### src/rtl/module_gray_input.sv
// Switch front end: synchronises a Gray-coded switch word, debounces it and
// presents the settled value as binary with a one-cycle strobe per new code.
module module_gray_input #(
  parameter int WIDTH           = 4,
  parameter int DEBOUNCE_CYCLES = 270000
) (
  input  logic             clk,
  input  logic             rst_n,
  input  logic [WIDTH-1:0] gray_in,
  output logic [WIDTH-1:0] binary_code,
  output logic             code_valid,
  output logic             busy
);

  localparam int CNT_W = $clog2(DEBOUNCE_CYCLES + 1);
  localparam logic [CNT_W-1:0] CNT_MAX = CNT_W'(DEBOUNCE_CYCLES - 1);

  typedef enum logic {IDLE, COUNT} state_t;

  state_t           state_q, state_d;
  logic [WIDTH-1:0] sync1_q, sync2_q;
  logic [WIDTH-1:0] stable_q, stable_d;
  logic [WIDTH-1:0] cand_q, cand_d;
  logic [CNT_W-1:0] cnt_q, cnt_d;
  logic [WIDTH-1:0] bin_q, bin_d;
  logic             valid_q, valid_d;

  // Gray to binary: each binary bit is the XOR of all Gray bits at or above it.
  function automatic logic [WIDTH-1:0] g2b(input logic [WIDTH-1:0] g);
    logic [WIDTH-1:0] b;
    b[WIDTH-1] = g[WIDTH-1];
    for (int i = WIDTH - 2; i >= 0; i--) begin
      b[i] = b[i+1] ^ g[i];
    end
    return b;
  endfunction

  always_ff @(posedge clk or negedge rst_n) begin
    if (!rst_n) begin
      sync1_q  <= '0;
      sync2_q  <= '0;
      state_q  <= IDLE;
      stable_q <= '0;
      cand_q   <= '0;
      cnt_q    <= '0;
      bin_q    <= '0;
      valid_q  <= 1'b0;
    end else begin
      sync1_q  <= gray_in;
      sync2_q  <= sync1_q;
      state_q  <= state_d;
      stable_q <= stable_d;
      cand_q   <= cand_d;
      cnt_q    <= cnt_d;
      bin_q    <= bin_d;
      valid_q  <= valid_d;
    end
  end

  // A candidate that drifts back to the committed code is dropped silently.
  always_comb begin
    state_d  = state_q;
    stable_d = stable_q;
    cand_d   = cand_q;
    cnt_d    = cnt_q;
    bin_d    = bin_q;
    valid_d  = 1'b0;
    case (state_q)
      IDLE: begin
        if (sync2_q != stable_q) begin
          cand_d  = sync2_q;
          cnt_d   = '0;
          state_d = COUNT;
        end
      end
      COUNT: begin
        if (sync2_q != cand_q) begin
          if (sync2_q == stable_q) begin
            state_d = IDLE;
          end else begin
            cand_d = sync2_q;
            cnt_d  = '0;
          end
        end else if (cnt_q == CNT_MAX) begin
          stable_d = cand_q;
          bin_d    = g2b(cand_q);
          valid_d  = 1'b1;
          state_d  = IDLE;
        end else begin
          cnt_d = cnt_q + 1'b1;
        end
      end
      default: state_d = IDLE;
    endcase
  end

  assign binary_code = bin_q;
  assign code_valid  = valid_q;
  assign busy        = (state_q == COUNT);

endmodule

### config.mk
export PLATFORM = sky130hd
export DESIGN_NAME = module_gray_input
export DESIGN_NICKNAME = d
export VERILOG_FILES = /design/src/rtl/module_gray_input.sv
export SDC_FILE = /design/constraint.sdc
export NUM_CORES = 1
export LEC_CHECK = 0
export CORE_MARGIN = 4
export CORE_UTILIZATION = 45
export CTS_BUF_LIST = sky130_fd_sc_hd__clkbuf_2 sky130_fd_sc_hd__clkbuf_4 sky130_fd_sc_hd__clkbuf_8
export CTS_CLUSTER_SIZE = 12
export DETAILED_ROUTE_END_ITERATION = 8
export PLACE_DENSITY = 0.66
export SYNTH_ARGS = -nofsm -noshare
export SYNTH_HDL_FRONTEND = slang
export SYNTH_SLANG_ARGS = --single-unit
### constraint.sdc
create_clock -name clk -period 1.8 [get_ports clk]
set_input_delay 0.36 -clock clk [delete_from_list [all_inputs] [get_ports clk]]
set_output_delay 0.36 -clock clk [all_outputs]
set_load 0.02 [all_outputs]
==> results of run 1 <==
power groups by stage:
stage | sequential [W] | clock (W) | combinational [W]
after floorplan | 0.000960 | 0 | 0.000107
after global placement | 0.000953 | 0 | 0.000240
after detailed placement | 0.000955 | 0 | 0.000247
after CTS | 0.000940 | 0.000585 | 0.000275
after global routing | 0.000944 | 0.000631 | 0.000314
final | 0.000941 | 0.000576 | 0.000292
flip-flops by register name, summed over array words and instances, names as in the netlist:
name         count
sync1_q          4
code_valid       1
cand_q           4
busy             1
sync2_q          4
stable_q         3
binary_code      4
cnt_q           19
area by class of cell:
type / instances / area, µm²
clock buffer: 5 / 68.82
clock inverter: 2 / 12.51
fill: 309 / 1334
inverter: 5 / 18.77
multi-input combinational: 137 / 1094
sequential: 40 / 1001
tap: 50 / 62.56
timing repair buffer: 68 / 553.0
repair_timing:
item / in CTS / in global routing
resized for setup: 16 / 16
endpoints found under the setup margin: 23 / 27
buffers inserted: 4 / 4
cloned: 0 / 0
pin swaps: 10 / 13
path summary, 6_finish.rpt:
check | to | cells after the start
min reg2reg | sync2_q[3] | 0
max reg2reg | cnt_q[11] | 5
min | stable_q[1] | 1
max in group asynchronous | cnt_q[3] | 2
max | cnt_q[11] | 5
min in group clk | sync2_q[3] | 0
through the flow:
step	total power [W]	setup TNS [ps]
6_report	0.001809	-628.0
3_3_place_gp	0.001193	-586.7
2_1_floorplan	0.001067	-320.1
5_1_grt	0.001888	-2259
4_1_cts	0.001799	-270.3
3_5_place_dp	0.001203	-1412
critical path: stages (launching register included):
cell and delay (ps):
dfrtp_1 420, xnor2_2 230, and3_4 230, nand2_2 70
or4_4 520, mux2_4 300
cell families (layout without fill, tap and decap cells):
family | after synthesis | count (layout) | share of synthesized area (%)
multiplexers | 12 | 12 | 6.780
adder cells (fa/ha/maj) | 2 | 2 | 1.255
AO/OA/AOI/OAI | 26 | 26 | 7.721
buffers and inverters | 13 | 80 | 3.265
flip-flops | 40 | 40 | 50.22
XOR/XNOR | 15 | 15 | 6.592
AND/OR/NAND/NOR | 82 | 82 | 24.17
cell usage after synthesis, types with 2 or more instances:
cell / number
or3_1: 3
xor2_1: 9
nand2_1: 13
nand4_1: 9
or4_1: 9
nor4_1: 6
dfrtp_1: 40
a21oi_1: 10
and4_1: 2
nor2_1: 11
buf_2: 4
inv_1: 5
or2_2: 2
o21ai_0: 7
and3_1: 3
and2_1: 2
ha_1: 2
mux2_2: 11
xnor2_1: 6
nand3_1: 9
nor2b_1: 3
o31ai_1: 7
clkbuf_1: 2
per-layer routing:
| layer | track usage, % | share of wire, % | vias up |
|---|---|---|---|
| met3 | 4.595 | 5.2 | 9 |
| met5 | 0 | 0 | - |
| met2 | 34.54 | 51 | 53 |
| li1 | - | - | 831 |
| met1 | 25.32 | 42 | 856 |
| met4 | 7.115 | 1.5 | 0 |
==> impl_metrics.yaml, run 1 <==
worst_setup_path:
  worstSetupStartpoint: "cand_q[3]"
  crit_path_start_kind: "flop"
  worst-path-max-fanout: 3
  regToRegSetupSlack_ps: -90
  cp.arrival_ps: 2080
  critPathRequiredTime_ps: 1990
  cp-end-kind: "flop"
  path_class: "flop to flop"
  r2r_start: "cand_q[3]"
placed_design:
  preCtsSetupSlack_ps: -143.6
  place_area_um2: 2516
  globalplace.congestion: 0.9196
  hpwl_um: 3642
  dp_cells: 292
  io_buffers: 11
cts:
  cts_buffer_depth: 2
  clock-sinks: 40
  clkLatencyLatePin_ps: 300
  cts_tree: "yes"
  h-tree-depth: 2
  clock-root-buffer: "clkbuf_8"
  cts_buffers: 5
  clkTransAtPathRegs_ps: 80
  postCtsHoldBufs: 0
cells_and_area:
  antennaDiodeCount: 0
  fin_area_um2: 2810
  area_growth_pct: 40.99
  final_util_pct: 67.81
  instances_no_fill: 307
  final_common_cell: "buf_4"
  drive_above_1_share_pct: 44.36
  num-nets-final: 265
  final_cell_mix: "buf_4, dfrtp_1, nand2_1"
sta:
  slew_violations: 0
  layout_min_cycle_time_ps: 1889
  tightest_slew_ps: 641.1
  setup_ws_ps: -88.85
  finalSetupViolations: 20
  timing.hold.ws_ps: 75.33
  skew_ps: 5.914
  period_share_pct: 104.9
  rsz0062_at_grt: "true"
  max_freq_mhz: 529.4
  finalHoldViolCount: 0
  slew_headroom_pct: 57.26
yosys:
  synth_edf_count: 0
  mappedNetlistNets: 198
  syn_inst: 190
  synth_flop_cell: "dfrtp_1"
  yosys.area.top_type_share_pct: 50.22
  avgSynthCellArea_um2: 10.49
  yosys.area.top_type: "dfrtp_1"
  ys_ff_latch: 40
  yosysWarnings: 0
  synthTopCellsByArea: "dfrtp_1, mux2_2, xor2_1"
  synth_area_um2: 1993
  async_reset_ff_share_pct: 100.0
  synth_cell_types: 38
  yosysSeqAreaShare_pct: 50.22
global_route:
  grt_max_degree: 28
  grt_pass1_wl_um: 8424
  grt_usage_pct: 20.29
  antenna_found_initial: 0
  grt_overflow_total: 0
  grt_pass1_vias: 1795
power:
  swShare_pct: 26.37
  peakVddDrop_mv: 0.4040
  combinationalPowerShare_pct: 16.2
  p_int_w: 0.001332
  p_per_area_nw_per_um2: 643.9
  static-leakage-power_nw: 1.217
  power.switching_w: 0.0004772
  clockPowerShare_pct: 31.8
  seqPwrFrac_pct: 52.0
die:
  fp.dieH_um: 74.55
  coreArea_um2: 4144
  core.rowCount: 23
  die-area_um2: 5558
  die_w_um: 74.55
  io_pins: 12
  start_util_pct: 48.10
detailed_routing:
  avgViaCountPerCell: 5.697
  drtPass1Iterations: 4
  drc: 0
  ant_nets: 0
  drtIter0Drc: 94
  wl_per_cell_um: 16.72
  wl_um: 5134
  via_count: 1749
status:
  violations: "negative setup slack"
  outcome: "finished, violations left"
min_path:
  hold_class: "input pin to asynchronous set/reset pin"
job:
  maxCapViolCount: 0
Note: power is estimated with default switching activity, not from simulation.
==> run 2: changes to the inputs <==
Settings changed: CAP_MARGIN from default to 30.
==> results of run 2 <==
No change in the layout: final DEF, timing and power equal those of run 1.
